$ cat src/rtl/hc_tx_port_arb_n.sv
// hc_tx_port_arb_n: grants one of NUM_CH channels ownership of a shared
// TX port and muxes the owner's wen/data/cntl onto that port.
//
// Parameters:
//   NUM_CH     number of requesting channels (2..8)
//   DATA_W     width of each channel's data field
//   CNTL_W     width of each channel's control field
//   RR_MODE    0 = fixed priority (lowest index wins), 1 = round-robin
//   GAP_CYCLES idle cycles forced after each release (0..15)
//
// Ports:
//   clk        clock, all state changes on the rising edge
//   rst        synchronous active-high reset
//   req        per-channel request, bit i is channel i
//   wen        per-channel write enable
//   data       channel i at [i*DATA_W +: DATA_W]
//   cntl       channel i at [i*CNTL_W +: CNTL_W]
//   gnt        registered one-hot-or-zero grant
//   port_wen   write enable of the owning channel (0 when idle)
//   port_data  data of the owning channel (0 when idle)
//   port_cntl  control of the owning channel (0 when idle)
//   sel_idx    registered index of the owner, 0 when no owner
//   busy       registered, high while a grant is held

module hc_tx_port_arb_n #(
    parameter int NUM_CH     = 3,
    parameter int DATA_W     = 8,
    parameter int CNTL_W     = 8,
    parameter int RR_MODE    = 0,
    parameter int GAP_CYCLES = 0
) (
    input  logic                     clk,
    input  logic                     rst,
    input  logic [NUM_CH-1:0]        req,
    input  logic [NUM_CH-1:0]        wen,
    input  logic [NUM_CH*DATA_W-1:0] data,
    input  logic [NUM_CH*CNTL_W-1:0] cntl,
    output logic [NUM_CH-1:0]        gnt,
    output logic                     port_wen,
    output logic [DATA_W-1:0]        port_data,
    output logic [CNTL_W-1:0]        port_cntl,
    output logic [2:0]               sel_idx,
    output logic                     busy
);

    typedef enum logic [1:0] {
        INIT,
        IDLE,
        GRANT,
        GAP
    } stateT;

    stateT             state;
    stateT             stateNext;
    logic [NUM_CH-1:0] gntQ;
    logic [NUM_CH-1:0] gntNext;
    logic [2:0]        selQ;
    logic [2:0]        selNext;
    logic              busyQ;
    logic              busyNext;
    logic [3:0]        gapCnt;
    logic [3:0]        gapNext;
    logic [2:0]        lastOwner;
    logic [2:0]        lastNext;

    logic [2:0]        winIdx;
    logic              found;
    logic              ownerReq;
    int                cand;

    // Winner selection. Only consumed when req != 0, so the value
    // produced for an all-zero req is irrelevant.
    always_comb begin
        winIdx = '0;
        found  = 1'b0;
        cand   = 0;
        if (RR_MODE != 0) begin
            // Walk outward from the channel after the last owner;
            // one subtraction is enough since cand < 2*NUM_CH.
            for (int k = 0; k < NUM_CH; k++) begin
                cand = int'(lastOwner) + 1 + k;
                if (cand >= NUM_CH) begin
                    cand = cand - NUM_CH;
                end
                for (int i = 0; i < NUM_CH; i++) begin
                    if (!found && cand == i && req[i]) begin
                        winIdx = 3'(i);
                        found  = 1'b1;
                    end
                end
            end
        end else begin
            // Descending scan so the lowest set bit is written last.
            for (int i = NUM_CH - 1; i >= 0; i--) begin
                if (req[i]) begin
                    winIdx = 3'(i);
                    found  = 1'b1;
                end
            end
        end
    end

    // Request line of the current owner; only req[owner] can end a grant.
    always_comb begin
        ownerReq = 1'b0;
        for (int i = 0; i < NUM_CH; i++) begin
            if (selQ == 3'(i)) begin
                ownerReq = req[i];
            end
        end
    end

    always_comb begin
        stateNext = state;
        gntNext   = gntQ;
        selNext   = selQ;
        busyNext  = busyQ;
        gapNext   = gapCnt;
        lastNext  = lastOwner;
        unique case (state)
            INIT: begin
                stateNext = IDLE;
            end
            IDLE: begin
                if (found) begin
                    for (int i = 0; i < NUM_CH; i++) begin
                        gntNext[i] = (winIdx == 3'(i));
                    end
                    selNext   = winIdx;
                    busyNext  = 1'b1;
                    lastNext  = winIdx;
                    stateNext = GRANT;
                end
            end
            GRANT: begin
                // No preemption: other requesters are ignored here.
                if (!ownerReq) begin
                    gntNext  = '0;
                    selNext  = '0;
                    busyNext = 1'b0;
                    if (GAP_CYCLES > 0) begin
                        gapNext   = 4'(GAP_CYCLES);
                        stateNext = GAP;
                    end else begin
                        stateNext = IDLE;
                    end
                end
            end
            GAP: begin
                // Entered with the full count; the edge that takes it
                // to zero also returns to IDLE, so gnt is held low for
                // exactly GAP_CYCLES cycles before the IDLE evaluation.
                gapNext = gapCnt - 4'd1;
                if (gapCnt <= 4'd1) begin
                    gapNext   = '0;
                    stateNext = IDLE;
                end
            end
            default: begin
                stateNext = INIT;
            end
        endcase
    end

    always_ff @(posedge clk) begin
        if (rst) begin
            state     <= INIT;
            gntQ      <= '0;
            selQ      <= '0;
            busyQ     <= 1'b0;
            gapCnt    <= '0;
            lastOwner <= 3'(NUM_CH - 1);
        end else begin
            state     <= stateNext;
            gntQ      <= gntNext;
            selQ      <= selNext;
            busyQ     <= busyNext;
            gapCnt    <= gapNext;
            lastOwner <= lastNext;
        end
    end

    // Port mux is purely combinational off the registered owner, so
    // the owner's live wen/data/cntl pass straight through.
    always_comb begin
        port_wen  = 1'b0;
        port_data = '0;
        port_cntl = '0;
        for (int i = 0; i < NUM_CH; i++) begin
            if (busyQ && selQ == 3'(i)) begin
                port_wen  = wen[i];
                port_data = data[i*DATA_W +: DATA_W];
                port_cntl = cntl[i*CNTL_W +: CNTL_W];
            end
        end
    end

    assign gnt     = gntQ;
    assign sel_idx = selQ;
    assign busy    = busyQ;

endmodule

$ cat config.mk
export PLATFORM = sky130hd
export DESIGN_NAME = hc_tx_port_arb_n
export DESIGN_NICKNAME = d
export VERILOG_FILES = /design/src/rtl/hc_tx_port_arb_n.sv
export SDC_FILE = /design/constraint.sdc
export NUM_CORES = 1
export LEC_CHECK = 0
export BUFFER_PORTS_ARGS = -buffer_cell sky130_fd_sc_hd__buf_2
export CORE_MARGIN = 10
export CORE_UTILIZATION = 32
export DETAILED_ROUTE_END_ITERATION = 12
export HOLD_SLACK_MARGIN = 0.15
export PLACE_DENSITY = 0.66
export RECOVER_POWER = 100
export SKIP_LAST_GASP = 1
export SLEW_MARGIN = 20
export SYNTH_ARGS = -nofsm -noshare
export SYNTH_HDL_FRONTEND = slang
export SYNTH_SLANG_ARGS = --single-unit
export TNS_END_PERCENT = 10
$ cat constraint.sdc
create_clock -name clk -period 4.45 [get_ports clk]
set_input_delay 0.6675 -clock clk [delete_from_list [all_inputs] [get_ports clk]]
set_output_delay 0.6675 -clock clk [all_outputs]
set_load 0.01 [all_outputs]
==> results_dict.tcl, run 1 <==
set metrics [dict create \
    rows 20 \
    cts_tree "yes" \
    finClkSkew_ns 0.00322 \
    h-tree-depth 1 \
    start_util_pct 34.2 \
    drtIter0Drc 50 \
    hold_class "flip-flop to flip-flop" \
    finalSetupViolations 0 \
    syn2layout_area_growth_pct 38.4 \
    crit-reg2reg-capture "busy$_SDFFE_PP0P_" \
    p_leak_nw 0.641 \
    diodes 0 \
    hold_path_depth 2 \
    hold_viol_final 0 \
    register_area_sq_um 220 \
    syn_area_sq_um 1060 \
    cp_top_family "buffers and inverters" \
    period_share_pct 68.3 \
    drt_wl_total_mm 3.55 \
    peakVddDrop_mv 0.143 \
    io_buffers 78 \
    tightest_slew_ns 1.37 \
    seq_area_frac_synth_pct 20.7 \
    synth_seq_cells 11 \
    yosysWarnings 0 \
    coreArea_sq_um 3100 \
    grt_pass1_vias 1253 \
    maxCapViolations 0 \
    cts_buffers 3 \
    synth_top_cells_by_count "nand2_1 (20), o21ai_0 (19), mux2i_1 (18), and2_1 (17), dfxtp_1 (11)" \
    finalPower_w 0.000312 \
    cts.path.max_buffers 2 \
    die_area_sq_um 6020 \
    rsz0062_at_grt "no" \
    rrSetupSlack_ns 2.19 \
    synth_edf_count 0 \
    r2r_start "sel_idx[1]$_SDFFE_PP0P_" \
    fin_tns_setup_ns 0 \
    max_slew_margin_pct 8.55 \
    drcViolationCount 0 \
    place.detailed.hpwl_mm 2.92 \
    crit_type "flip-flop to primary output" \
    drive_gt1_share_pct 34.7 \
    dieWidth_microns 77.6 \
    required_ns 3.78 \
    grt_start_max_net_pins 26 \
    grt_first_pass_wirelength_mm 5.93 \
    cp_max_fo 22 \
    synth_ff_type "dfxtp_1" \
    r2r_cells 5 \
    multi_input_area_sq_um 768 \
    path_cells "clkbuf_1, mux2i_1, o21ai_0, and2_0, buf_2" \
    arrival_ns 2.37 \
    min_to "gapCnt[0]$_SDFFE_PP0N_" \
    yosysTopAreaCell "dfxtp_1" \
    final_nets 281 \
    cts_resized 0 \
    crit_path_end_kind "primary output" \
    ctsRootBufferMaster "clkbuf_4" \
    antenna_found_initial 0 \
    postSynthCellCount 150 \
    grt-ovfl-total 0 \
    yosysTopAreaCellShare_pct 20.7 \
    fmax_ghz 0.329 \
    viasPerCell 4.77 \
    cts_setup_buffers 0 \
    first_pass_iters 4 \
    ys_async_sr_fraction_pct 0 \
    synth_nets 208 \
    drv_slew 0 \
    start_kind "flip-flop" \
    clock_latency_ns 0.28 \
    n_fill_cell 350 \
    synth_area_leaders "dfxtp_1 (21%), mux2i_1 (17%), and2_1 (10%), o21ai_0 (9.0%), nand2_1 (7.1%)" \
    period_minus_slack_ns 3.04 \
    hold_buffers 0 \
    post-synth-top-count-cell "nand2_1" \
    crit_slowest_cell "clkbuf_1" \
    die_y_microns 77.6 \
    outcome "completed" \
    crit_buf_inv 2 \
    gp_congestion 0.772 \
    yosys.cell_types.count 32 \
    min_from "gapCnt[0]$_SDFFE_PP0N_" \
    path_clk_slew_ns 0.07 \
    io_pins 80 \
    wire_per_inst_microns 13.3 \
    power_density_nw_per_um2 212 \
    critPathMaxStageDelay_ns 1.01 \
    cts_sinks 11 \
    via_count 1269 \
    drtAntennaViolNets 0 \
    grt_use_total_pct 11.7 \
    syn_area_per_cell_sq_um 7.08 \
]
[state kept, by name, summed over array words and instances (netlist names)]
| name | cells |
|---|---|
| busy | 1 |
| gapCnt | 4 |
| gnt | 3 |
| sel_idx | 1 |
| state | 2 |
[report_power, final]
group	total (W)	internal [W]	leakage, nW	switching (W)
Combinational	0.000124	0.0000625	0.536	0.0000617
Sequential	0.000117	0.000105	0.0898	0.0000127
Clock	0.0000706	0.0000348	0.0150	0.0000358
Total	0.000312	0.000202	0.641	0.000110
[logic make-up after synthesis]
group / synth area share [%]
simple gates: 31.7
compound gates: 19.9
mux: 18.0
buf+inv: 6.95
flops: 20.7
fa+ha+maj: 2.36
other cells: 0.353
[tightest hold or removal path, cell delays in order (launching register included)]
cell and delay (ns):
dfxtp_1 0.34, nand2_1 0.06, a21oi_1 0.05
[placed cells by master, fill, tap and decap left out, types with 3 or more instances in the layout]
master	instances
buf_2	71
nand2_1	21
o21ai_0	19
mux2i_1	18
and2_0	16
dfxtp_1	11
nor2_1	10
clkbuf_1	9
a21oi_1	5
nor3_1	5
inv_1	4
nand2b_1	3
or3_1	3
o32ai_1	3
clkbuf_4	3
[per-stage QoR]
| step | cells | area (sq um) | setup WS [ns] | utilization, % | hold slack, ns |
|---|---|---|---|---|---|
| after global placement | 262 | 1460 | 1.60 | 46.9 | 0.485 |
| after floorplan | 150 | 1060 | 2.44 | - | 0.465 |
| after global routing | 266 | 1470 | 1.13 | 47.4 | 0.542 |
| after CTS | 266 | 1480 | 1.24 | 47.8 | 0.501 |
| final | 266 | 1470 | 1.41 | 47.4 | 0.493 |
| after detailed placement | 262 | 1460 | 1.54 | 46.9 | 0.492 |
[worst max path at each step]
stage | cells past startpoint | slack (ns) | to | startpoint
6_report | 5 | 1.41 | port_data[2] | sel_idx[1]$_SDFFE_PP0P_
5_1_grt | 5 | 1.13 | port_data[3] | sel_idx[1]$_SDFFE_PP0P_
4_1_cts | 5 | 1.24 | port_data[1] | gnt[1]$_SDFFE_PP0P_
3_5_place_dp | 5 | 1.54 | port_data[1] | gnt[1]$_SDFFE_PP0P_
3_3_place_gp | 5 | 1.60 | port_data[1] | gnt[1]$_SDFFE_PP0P_
2_1_floorplan | 5 | 2.44 | port_data[4] | sel_idx[1]$_SDFFE_PP0P_
[layer usage]
| metal | global-route usage [%] | share of wire [%] |
|---|---|---|
| met4 | 3.83 | 1.3 |
| met2 | 20.2 | 48 |
| met3 | 3.34 | 6.8 |
| met1 | 13.3 | 44 |
| met5 | 0 | 0 |
[layout make-up]
cell class | count | area share [%]
well taps | 44 | 3.74
inverters | 4 | 1.02
repair buffers | 79 | 26.2
clock buffers | 4 | 1.79
flip-flops and latches | 11 | 15.0
multi-input cells | 124 | 52.3
Power figures use the tool's default switching activity.
==> run 2: changes to the inputs <==
==> constraint.sdc (replaced) <==
create_clock -name clk -period 3 [get_ports clk]
set_input_delay 0.45 -clock clk [delete_from_list [all_inputs] [get_ports clk]]
set_output_delay 0.45 -clock clk [all_outputs]
set_load 0.01 [all_outputs]
==> run 2 against run 1 <==
Net effect: worst hold slack got worse by 0.050 ns; combinational power is 51% higher; clock power rose by 49%; critical path depth is 1 lower; sequential share of layout area decreased by 0.14 points; final cell count up 0.75%; total power rose by 48%; non-clock buffer count grew 2; clock skew barely moved; setup slack got worse by 0.63 ns; global-route usage shrank 0.63 points.
==> results_dict.tcl, run 2 (synthesis gave the netlist of run 1 again) <==
set metrics [dict create \
    arrival_ns 1.78 \
    start_util_pct 34.2 \
    most-common-layout-cells "buf_2 (72), nand2_1 (21), o21ai_0 (21), mux2i_1 (18), and2_0 (14)" \
    grt-ovfl-total 0 \
    finalSetupViolations 0 \
    power_density_nw_per_um2 311 \
    crit_path_end_kind "primary output" \
    r2r_cells 4 \
    p_leak_nw 0.658 \
    outcome "completed" \
    max_slew_margin_pct 41.8 \
    fmax_ghz 0.449 \
    final_nets 283 \
    drtAntennaViolNets 0 \
    wire_per_inst_microns 12.7 \
    cp_max_fo 24 \
    cts_buffers 3 \
    drt_wl_total_mm 3.41 \
    diodes 0 \
    max_flop_register "gapCnt" \
    start_kind "flip-flop" \
    place.detailed.hpwl_mm 2.84 \
    grt_use_total_pct 11.0 \
    hold_path_depth 3 \
    syn2layout_area_growth_pct 39.7 \
    viasPerCell 4.70 \
    cts_setup_buffers 0 \
    grt_pass1_vias 1254 \
    finalPower_w 0.000462 \
    n_fill_cell 342 \
    grt_start_max_net_pins 25 \
    period_share_pct 74.2 \
    h-tree-depth 1 \
    fin_tns_setup_ns 0 \
    hold_class "input pin to flip-flop" \
    via_count 1259 \
    rrSetupSlack_ns 1.41 \
    cts.path.max_buffers 2 \
    ctsRootBufferMaster "clkbuf_4" \
    clock_latency_ns 0.28 \
    io_pins 80 \
    drive_gt1_share_pct 35.3 \
    drv_slew 0 \
    rows 20 \
    antenna_found_initial 0 \
    largest_register_ffs 4 \
    final_cells 268 \
    cts_sinks 11 \
    tightest_slew_ns 0.874 \
    holdWs_ns 0.443 \
    gp_congestion 0.786 \
    rsz0062_at_grt "no" \
    drtIter0Drc 34 \
    path_clk_slew_ns 0.07 \
    peakVddDrop_mv 0.253 \
    placedCellCount 264 \
    first_pass_iters 4 \
    cts_resized 0 \
    finClkSkew_ns 0.00280 \
    grt_first_pass_wirelength_mm 5.70 \
    coreArea_sq_um 3100 \
    hold_buffers 0 \
    die_area_sq_um 6020 \
    die_y_microns 77.6 \
    io_buffers 78 \
    maxCapViolations 0 \
    period_minus_slack_ns 2.23 \
    hold_viol_final 0 \
    drcViolationCount 0 \
    crit_type "flip-flop to primary output" \
    dieWidth_microns 77.6 \
    cts_tree "yes" \
    required_ns 2.55 \
    layout_commonest_cell "buf_2" \
]
run 2: cell count changes in the layout (fill, tap and decap cells not counted), sizes merged:
cell,before,now
clkbuf,12,11
buf,71,74
run 2: through the flow:
step	setup slack [ns]	util [%]	cell area, sq um
global placement	1.22	47.4	1470
detailed placement	1.20	47.4	1470
global route	0.523	47.8	1480
CTS	0.890	48.3	1500
finish	0.775	47.8	1480
floorplan	1.21	-	1060
run 2: final cells by class:
| class | instances | area, sq um | share of cell area (%) |
|---|---|---|---|
| clock buffers | 4 | 26.3 | 1.77 |
| inverters | 4 | 15.0 | 1.01 |
| multi-input cells | 124 | 766 | 51.6 |
| flip-flops and latches | 11 | 220 | 14.8 |
| well taps | 44 | 55.1 | 3.71 |
| repair buffers | 81 | 402 | 27.1 |
run 2: worst paths after layout:
kind	startpoint	end
worst max register to register	gnt[1]$_SDFFE_PP0P_	state[0]$_SDFFE_PP0P_
worst min register to register	gapCnt[0]$_SDFFE_PP0N_	gapCnt[0]$_SDFFE_PP0N_
worst min-delay path	req[1]	gnt[1]$_SDFFE_PP0P_
worst max-delay path	gnt[1]$_SDFFE_PP0P_	port_data[2]
run 2: worst max-delay path, cell delays in order (launching register included):
cell      delay [ns]
dfxtp_1         0.32
clkbuf_1        0.66
o21ai_0         0.20
and2_0          0.18
buf_2           0.14
run 2: metal layers:
layer  up-vias  track usage (%)  wire, microns
li1        666                -              -
met1       536             12.1           1520
met2        52             19.9           1620
met5         -                0              0
met3         5             2.88            223
met4         0             3.83             42
run 2: report_power, final:
part | switching [W] | leakage [nW] | internal [W]
clock network | 0.0000537 | 0.0150 | 0.0000516
registers | 0.0000147 | 0.0898 | 0.000155
logic | 0.0000935 | 0.553 | 0.0000932
